==> src/rtl/systolic_sequencer.sv <==
// systolic_sequencer: control FSM that runs a program of matrix-multiply jobs on the 4x4
// systolic array.
//
// Each instruction holds the job's inner dimension K. A K of 0, or the end of the program,
// halts the run. For each job the FSM:
//   - clears the PE accumulators,
//   - streams K columns from the A/B input memories,
//   - waits DRAIN_CYCLES for the array to drain,
//   - strobes the 16 results into output memory.
//
// Ports:
//   clk, rst         clock (rising edge), synchronous active-high reset
//   ap_start         start pulse, accepted only in IDLE or DONE
//   ap_done          level, high in DONE until the next accepted start or reset
//   busy             high in every state except IDLE and DONE
//   instr_addr/rd    instruction memory address (= pc) and read strobe
//   instr_data       K for the current job, valid the cycle after instr_rd
//   sa_clear         one-cycle clear of the array accumulators
//   feed_en/col      input memory read enable and column address
//   out_wr_en/base   output memory write strobe and base address
// All outputs are registered and are decoded from the next state.
module systolic_sequencer #(
  parameter int unsigned DRAIN_CYCLES = 7,
  parameter int unsigned PROG_DEPTH   = 8,
  localparam int unsigned PcW = (PROG_DEPTH > 1) ? $clog2(PROG_DEPTH) : 1
) (
  input  logic           clk,
  input  logic           rst,
  input  logic           ap_start,
  output logic           ap_done,
  output logic           busy,
  output logic [PcW-1:0] instr_addr,
  output logic           instr_rd,
  input  logic [3:0]     instr_data,
  output logic           sa_clear,
  output logic           feed_en,
  output logic [7:0]     feed_col,
  output logic           out_wr_en,
  output logic [6:0]     out_wr_base
);

  // cnt serves both the feed count (up to 15) and the drain count.
  localparam int unsigned CntW = (DRAIN_CYCLES > 16) ? $clog2(DRAIN_CYCLES) : 4;

  localparam logic [2:0] StIdle   = 3'd0;
  localparam logic [2:0] StFetch  = 3'd1;
  localparam logic [2:0] StDecode = 3'd2;
  localparam logic [2:0] StClear  = 3'd3;
  localparam logic [2:0] StFeed   = 3'd4;
  localparam logic [2:0] StDrain  = 3'd5;
  localparam logic [2:0] StWrite  = 3'd6;
  localparam logic [2:0] StDone   = 3'd7;

  logic [2:0]      state, state_d;
  logic [PcW-1:0]  pc, pc_d;
  logic [7:0]      col_base, col_base_d;
  logic [6:0]      out_base, out_base_d;
  logic [CntW-1:0] cnt, cnt_d;
  logic [3:0]      k, k_d;

  always_comb begin
    state_d    = state;
    pc_d       = pc;
    col_base_d = col_base;
    out_base_d = out_base;
    cnt_d      = cnt;
    k_d        = k;
    case (state)
      StIdle, StDone: begin
        if (ap_start) begin
          state_d    = StFetch;
          pc_d       = '0;
          col_base_d = '0;
          out_base_d = '0;
        end
      end
      StFetch: state_d = StDecode;
      StDecode: begin
        k_d     = instr_data;
        state_d = (instr_data == 4'd0) ? StDone : StClear;
      end
      StClear: begin
        state_d = StFeed;
        cnt_d   = '0;
      end
      StFeed: begin
        if (cnt == CntW'(k) - CntW'(1)) begin
          state_d = StDrain;
          cnt_d   = '0;
        end else begin
          cnt_d = cnt + CntW'(1);
        end
      end
      StDrain: begin
        if (cnt == CntW'(DRAIN_CYCLES - 1)) begin
          state_d = StWrite;
          cnt_d   = '0;
        end else begin
          cnt_d = cnt + CntW'(1);
        end
      end
      StWrite: begin
        col_base_d = col_base + 8'(k);
        out_base_d = out_base + 7'd16;
        pc_d       = pc + PcW'(1);
        // End-of-program test uses pc before it wraps.
        state_d    = (pc == PcW'(PROG_DEPTH - 1)) ? StDone : StFetch;
      end
      default: state_d = StIdle;
    endcase
  end

  always_ff @(posedge clk) begin
    if (rst) begin
      state       <= StIdle;
      pc          <= '0;
      col_base    <= '0;
      out_base    <= '0;
      cnt         <= '0;
      k           <= '0;
      ap_done     <= 1'b0;
      busy        <= 1'b0;
      instr_addr  <= '0;
      instr_rd    <= 1'b0;
      sa_clear    <= 1'b0;
      feed_en     <= 1'b0;
      feed_col    <= '0;
      out_wr_en   <= 1'b0;
      out_wr_base <= '0;
    end else begin
      state     <= state_d;
      pc        <= pc_d;
      col_base  <= col_base_d;
      out_base  <= out_base_d;
      cnt       <= cnt_d;
      k         <= k_d;
      // Registered Moore outputs: decode the state being entered.
      ap_done   <= (state_d == StDone);
      busy      <= (state_d != StIdle) && (state_d != StDone);
      instr_rd  <= (state_d == StFetch);
      sa_clear  <= (state_d == StClear);
      feed_en   <= (state_d == StFeed);
      out_wr_en <= (state_d == StWrite);
      // Addresses hold their last value while their strobe is low.
      if (state_d == StFetch) instr_addr  <= pc_d;
      if (state_d == StFeed)  feed_col    <= col_base_d + 8'(cnt_d);
      if (state_d == StWrite) out_wr_base <= out_base_d;
    end
  end

endmodule

==> config.mk <==
export PLATFORM = sky130hd
export DESIGN_NAME = systolic_sequencer
export DESIGN_NICKNAME = d
export VERILOG_FILES = /design/src/rtl/systolic_sequencer.sv
export SDC_FILE = /design/constraint.sdc
export NUM_CORES = 1
export LEC_CHECK = 0
export ABC_AREA = 1
export CAP_MARGIN = 10
export CORE_ASPECT_RATIO = 0.6
export CORE_MARGIN = 10
export CORE_UTILIZATION = 45
export DETAILED_ROUTE_END_ITERATION = 10
export GPL_ROUTABILITY_DRIVEN = 0
export GPL_TIMING_DRIVEN = 0
export HOLD_SLACK_MARGIN = 0.05
export PLACE_DENSITY = 0.75
export SYNTH_ARGS = -nofsm -noshare
export SYNTH_HDL_FRONTEND = slang
export SYNTH_SLANG_ARGS = --single-unit
==> constraint.sdc <==
create_clock -name clk -period 6.3 [get_ports clk]
set_clock_uncertainty 0.15 [all_clocks]
set_input_delay 1.26 -clock clk [delete_from_list [all_inputs] [get_ports clk]]
set_output_delay 1.26 -clock clk [all_outputs]
set_load 0.02 [all_outputs]
After elaboration in Yosys (flattened, before gate mapping)

Cells that the tools add are included.

Memory bits (read-only): 0
Bits in registers: 53
Memories: 0
Input port bits: 7
Bits in latches: 0
Word-level logic and storage cells: 57
RAM bits: 0

Order comparisons: 0
Add/sub/neg operators: 6
Div/mod/pow operators: 0
Multipliers: 0
Mux-type cells: 15
Equal/unequal tests: 16
Reduce and logical (&&, ||, !) cells: 5
Shift operators: 0
Bitwise gates (word level): 0

Operators with widths:

| kind                                                               | count |
|---|---|
| 3-bit == test, second input constant                               | 8 |
| 3-bit one-hot mux with 7 select lines                              | 1 |
| 3-bit 2-to-1 mux                                                   | 6 |
| 8-bit by 4-bit adder with 8-bit output                             | 2 |
| 8-bit one-hot mux with 2 select lines                              | 1 |
| 7-bit one-hot mux with 2 select lines                              | 1 |
| 4-bit one-hot mux with 3 select lines                              | 1 |
| 3-bit by 2-bit == test with 1-bit output, second input constant    | 3 |
| 4-bit 2-to-1 mux                                                   | 2 |
| 8-bit 2-to-1 mux                                                   | 1 |
| 7-bit by 5-bit adder with 7-bit output, second input constant      | 1 |
| 7-bit 2-to-1 mux                                                   | 1 |
| 3-bit by 1-bit == test with 1-bit output, second input constant    | 2 |
| 3-bit one-hot mux with 2 select lines                              | 1 |
| 4-bit by 1-bit adder with 4-bit output, second input constant      | 1 |
| 4-bit by 3-bit == test with 1-bit output, second input constant    | 1 |
| 4-bit == test                                                      | 1 |
| 4-bit logical NOT                                                  | 1 |
| 4-bit by 1-bit subtractor with 4-bit output, second input constant | 1 |
| 3-bit by 1-bit adder with 3-bit output, second input constant      | 1 |
| 3-bit logical NOT                                                  | 1 |
| 3-bit inequality test, second input constant                       | 1 |
| 3-bit nonzero test                                                 | 1 |
| 2-bit OR reduction                                                 | 1 |
| 1-bit logical AND                                                  | 1 |

Longest topological paths before layout

Word-level depth: 6
Gate-level depth with buffers: 23

Least setup slack after synthesis

Ideal clock, no wire load.

Path type: input to register
Start: input port ap_start
End: register feed_col[7]
Setup time: 0.109 ns
Path buffers: 1
Required time: 6.041 ns
Stages on the path: 18
Data arrival time: 2.919 ns
Path slack: 3.123 ns
Path through: inv_1 nand2_1 nand2_1 buf_4 a22oi_1 inv_1 ha_1 nand3_1 nand3_1 nand2_1 inv_1 nor2_1 a21oi_1 nand3_1 nand2_1 nand3_1 nand2_1 inv_1

Word-level cells in the longest chain between the ends: 3

RTL lines:

| item                                   | RTL line | text |
|---|---|---|
| start: declaration                     | 29       | `input logic ap_start,` |
| 8-bit 2-to-1 mux                       | 70       | `if (ap_start) begin` |
| 8-bit one-hot mux with 2 select lines  | 68       | `case (state)` |
| named net col_base_d[1]                | 56       | `logic [7:0] col_base, col_base_d;` |
| 8-bit by 4-bit adder with 8-bit output | 146      | `if (state_d == StFeed) feed_col <= col_base_d + 8'(cnt_d);` |
| end signal: assignment                 | 146      |  |
| end: declaration                       | 37       | `output logic [7:0] feed_col,` |

The timed path passes the listed nets, and every way through them passes these cells.
A chain may end at the register's enable or synchronous reset.

Worst setup path in the final report

Same ends and word-level chain as after synthesis.

==> flow_metrics.tcl <==
set metrics [dict create \
    clkPwrFrac 0.229 \
    synth_fp_nets 409 \
    total_power_mw 0.836 \
    critPathMaxFanout 10 \
    dpl_cell_area_mm2 0.00313 \
    cts_tree "yes" \
    fin_crit_sh 0.617 \
    area_growth_syn_to_layout_pct 17.5 \
    finalSetupViolCount 0 \
    hp-start "out_base[1]" \
    grt_overflow 0 \
    vias_per_cell 4.84 \
    maxCapViolCount 0 \
    period_minus_slack_ns 3.89 \
    fillers 582 \
    start_util 0.478 \
    avgSynthCellArea_um2 7.09 \
    grt_usage 0.133 \
    setup_tns_ns 0 \
    required_ns 6.36 \
    hold_path_class "reg -> reg" \
    synth.yosys.seq_area_share 0.388 \
    p_int_mw 0.536 \
    critPathMaxStageDelay_ns 0.57 \
    path_cells "clkdlybuf4s50_1, inv_1, nand2_1, nand2_1, buf_4, a22oi_1, inv_1, ha_1, nand3_1, nand3_1, nand2_1, inv_1, nor2_1, a21oi_1, nand3_1, nand2_1, nand3_1, nand2_1, inv_1" \
    synth.distinct_cells 35 \
    worstRegToRegCells 19 \
    worstReg2RegStart "k[1]" \
    end_kind "flop" \
    cts.path.max_buffers 2 \
    routed_wl_um 6250 \
    grt_max_degree 17 \
    antenna_cells 0 \
    fp-row-count 21 \
    crit_buf_inv 6 \
    tightest_slew_ns 0.545 \
    p_per_area_mw_per_mm2 260 \
    status "finished clean" \
    slew_headroom 0.636 \
    ctsHtreeMaxLevel 2 \
    fmax_ghz 0.257 \
    final_max_slew_viol_count 0 \
    postLayoutCellArea_mm2 0.00321 \
    drive_gt1_frac 0.0686 \
    grt_pass1_vias 2248 \
    hold_depth 2 \
    clk_latency_ns 0.31 \
    place_hpwl_um 4880 \
    path_class "in -> reg" \
    numCtsBuffers 5 \
    vias 2435 \
    die_area_mm2 0.00970 \
    ios 31 \
    ys_ff_latch 53 \
    cp_data_arrival_time_ns 3.95 \
    fin_nets 445 \
    grt_pass1_wl_um 10500 \
    critical_path.top_delay_family "buffers and inverters" \
    syn_inst 386 \
    io_buffer_count 29 \
    fp.dieH_um 80.4 \
    cts.repair.resized 0 \
    leakage_nw 1.51 \
    path_depth 19 \
    cp-start-kind "input port" \
    postCtsSetupRepairBufs 0 \
    coreArea_mm2 0.00573 \
    ir_worst_vdd_mv 0.113 \
    syn_area_mm2 0.00274 \
    first_pass_iters 5 \
    hold_viol 0 \
    switchingPower_mw 0.300 \
    fp.dieW_um 121 \
    avgRoutedWirePerCell_um 12.4 \
    clock-sinks 53 \
    rsz0062_at_grt "false" \
    cts_hold_buf 0 \
    crit_path_top_delay_cell "clkdlybuf4s50_1" \
    ctsRootBufferMaster "clkbuf_8" \
    drc 0 \
    first_iter_violations 161 \
    startpoint "ap_start" \
    yosysWarningCount 0 \
    cp_common_cell "nand2_1" \
    path_clk_slew_ns 0.10 \
    seqPwrFrac 0.455 \
    antenna_found_initial 0 \
    swShare 0.359 \
    combPwrFrac 0.315 \
    ant_nets 0 \
]
## power groups by stage
stage                     clock network, mW  logic [mW]  registers, mW
after global placement                    0       0.257          0.387
after global routing                  0.212       0.296          0.384
after CTS                             0.196       0.264          0.380
after detailed placement                  0       0.263          0.388
final                                 0.192       0.264          0.380
after floorplan                           0       0.169          0.403
## worst register-to-register path: cells and delay by family (launching register included)
family / cells / cell delay, ns
fa+ha+maj: 2 / 0.64
simple gates: 10 / 0.83
buf+inv: 3 / 0.20
compound gates: 3 / 0.90
xor+xnor: 1 / 0.12
flops: 1 / 0.40
## registers in the layout, summed over array words and instances (netlist names)
signal / flops
out_wr_en: 1
state: 3
cnt: 4
pc: 3
busy: 1
feed_col: 8
out_wr_base: 7
instr_rd: 1
k: 4
col_base: 8
out_base: 7
feed_en: 1
instr_addr: 3
ap_done: 1
sa_clear: 1
## Yosys cell counts
master     n  share of area
inv_2      3         0.0041
dfxtp_1   53           0.39
buf_4      3         0.0082
a21oi_1   24          0.044
a31oi_1    1         0.0023
or2_2      2         0.0046
a21boi_0   1         0.0027
nand2_4    1         0.0041
xnor2_1    5          0.016
o21ai_1    1         0.0018
nor2_4     2         0.0082
nand2_1   86           0.12
o211ai_1   1         0.0027
o21ai_2    1         0.0032
nand3_2    1         0.0037
o21ai_0   20          0.037
o22ai_1    1         0.0023
xor2_1     5          0.016
nand4_1    3         0.0069
nor3_2     1         0.0037
a211oi_1   3         0.0082
a21oi_2    1         0.0032
fa_1       2          0.015
nor2_1    54          0.074
nand3b_1   1         0.0027
nor3_1     5         0.0091
nor2_2     2         0.0046
or2_0      1         0.0023
clkbuf_1   7         0.0096
inv_1     50          0.069
a22oi_1    2         0.0055
and2_1     2         0.0046
ha_1      14          0.064
nand3_1   22          0.040
nand2_2    5          0.011
## stage by stage
stage | util | setup slack (ns) | instances | hold WS, ns
after floorplan | - | 3.12 | 386 | 0.276
after global placement | 0.546 | 2.22 | 495 | 0.287
after detailed placement | 0.546 | 2.18 | 495 | 0.292
after CTS | 0.561 | 2.47 | 503 | 0.307
after global routing | 0.561 | 2.17 | 503 | 0.329
final | 0.561 | 2.41 | 503 | 0.304
## metal layers
layer  up-vias  share of wire  global-route usage  wire length, um
met1      1090           0.50               0.176             3140
met2        49           0.42               0.203             2600
met3         4          0.077              0.0440              479
met5         -              0                   0                0
li1       1292              -                   -                -
met4         0         0.0062              0.0312               39
## logic make-up after synthesis
logic type,count (synthesis),synth area share
flip-flops,53,0.388
adder cells (fa/ha/maj),16,0.0787
AND/OR/NAND/NOR,188,0.298
buffers and inverters,63,0.0906
AO/OA/AOI/OAI,56,0.113
XOR/XNOR,10,0.0320
## final timing paths
path | to | slack (ns)
max | feed_col[7] | 2.41
min | out_base[1] | 0.30
max reg2reg | feed_col[7] | 2.98
min reg2reg | out_base[1] | 0.30
## area by class of cell
cell class                 count  area [um2]  area share
buffer                        10        48.8      0.0152
tap                           80         100      0.0312
sequential                    53        1060       0.330
clock inverter                 2        15.0     0.00467
multi-input combinational    270        1430       0.444
clock buffer                   6        72.6      0.0226
timing repair buffer          29         290      0.0903
inverter                      53         199      0.0619
## cell usage in the layout, fill, tap and decap left out
cell             instances
nand2_4                  1
o211ai_1                 1
inv_1                   50
fa_1                     2
xor2_1                   5
nor2_4                   2
nand2_2                  5
inv_2                    3
a211oi_1                 3
xnor2_1                  5
nor3_1                   5
clkinvlp_4               2
buf_4                    3
o21ai_1                  1
clkbuf_1                 8
nor2_1                  54
nand4_1                  3
nand3b_1                 1
or2_2                    2
a21boi_0                 1
nand2_1                 86
a21oi_2                  1
a21oi_1                 24
clkdlybuf4s50_1         29
o21ai_0                 20
o22ai_1                  1
nor2_2                   2
nor3_2                   1
nand3_1                 22
ha_1                    14
or2_0                    1
and2_1                   2
dfxtp_1                 53
nand3_2                  1
a22oi_1                  2
a31oi_1                  1
clkbuf_8                 5
o21ai_2                  1
No activity file was read; power rests on OpenSTA's default activity.
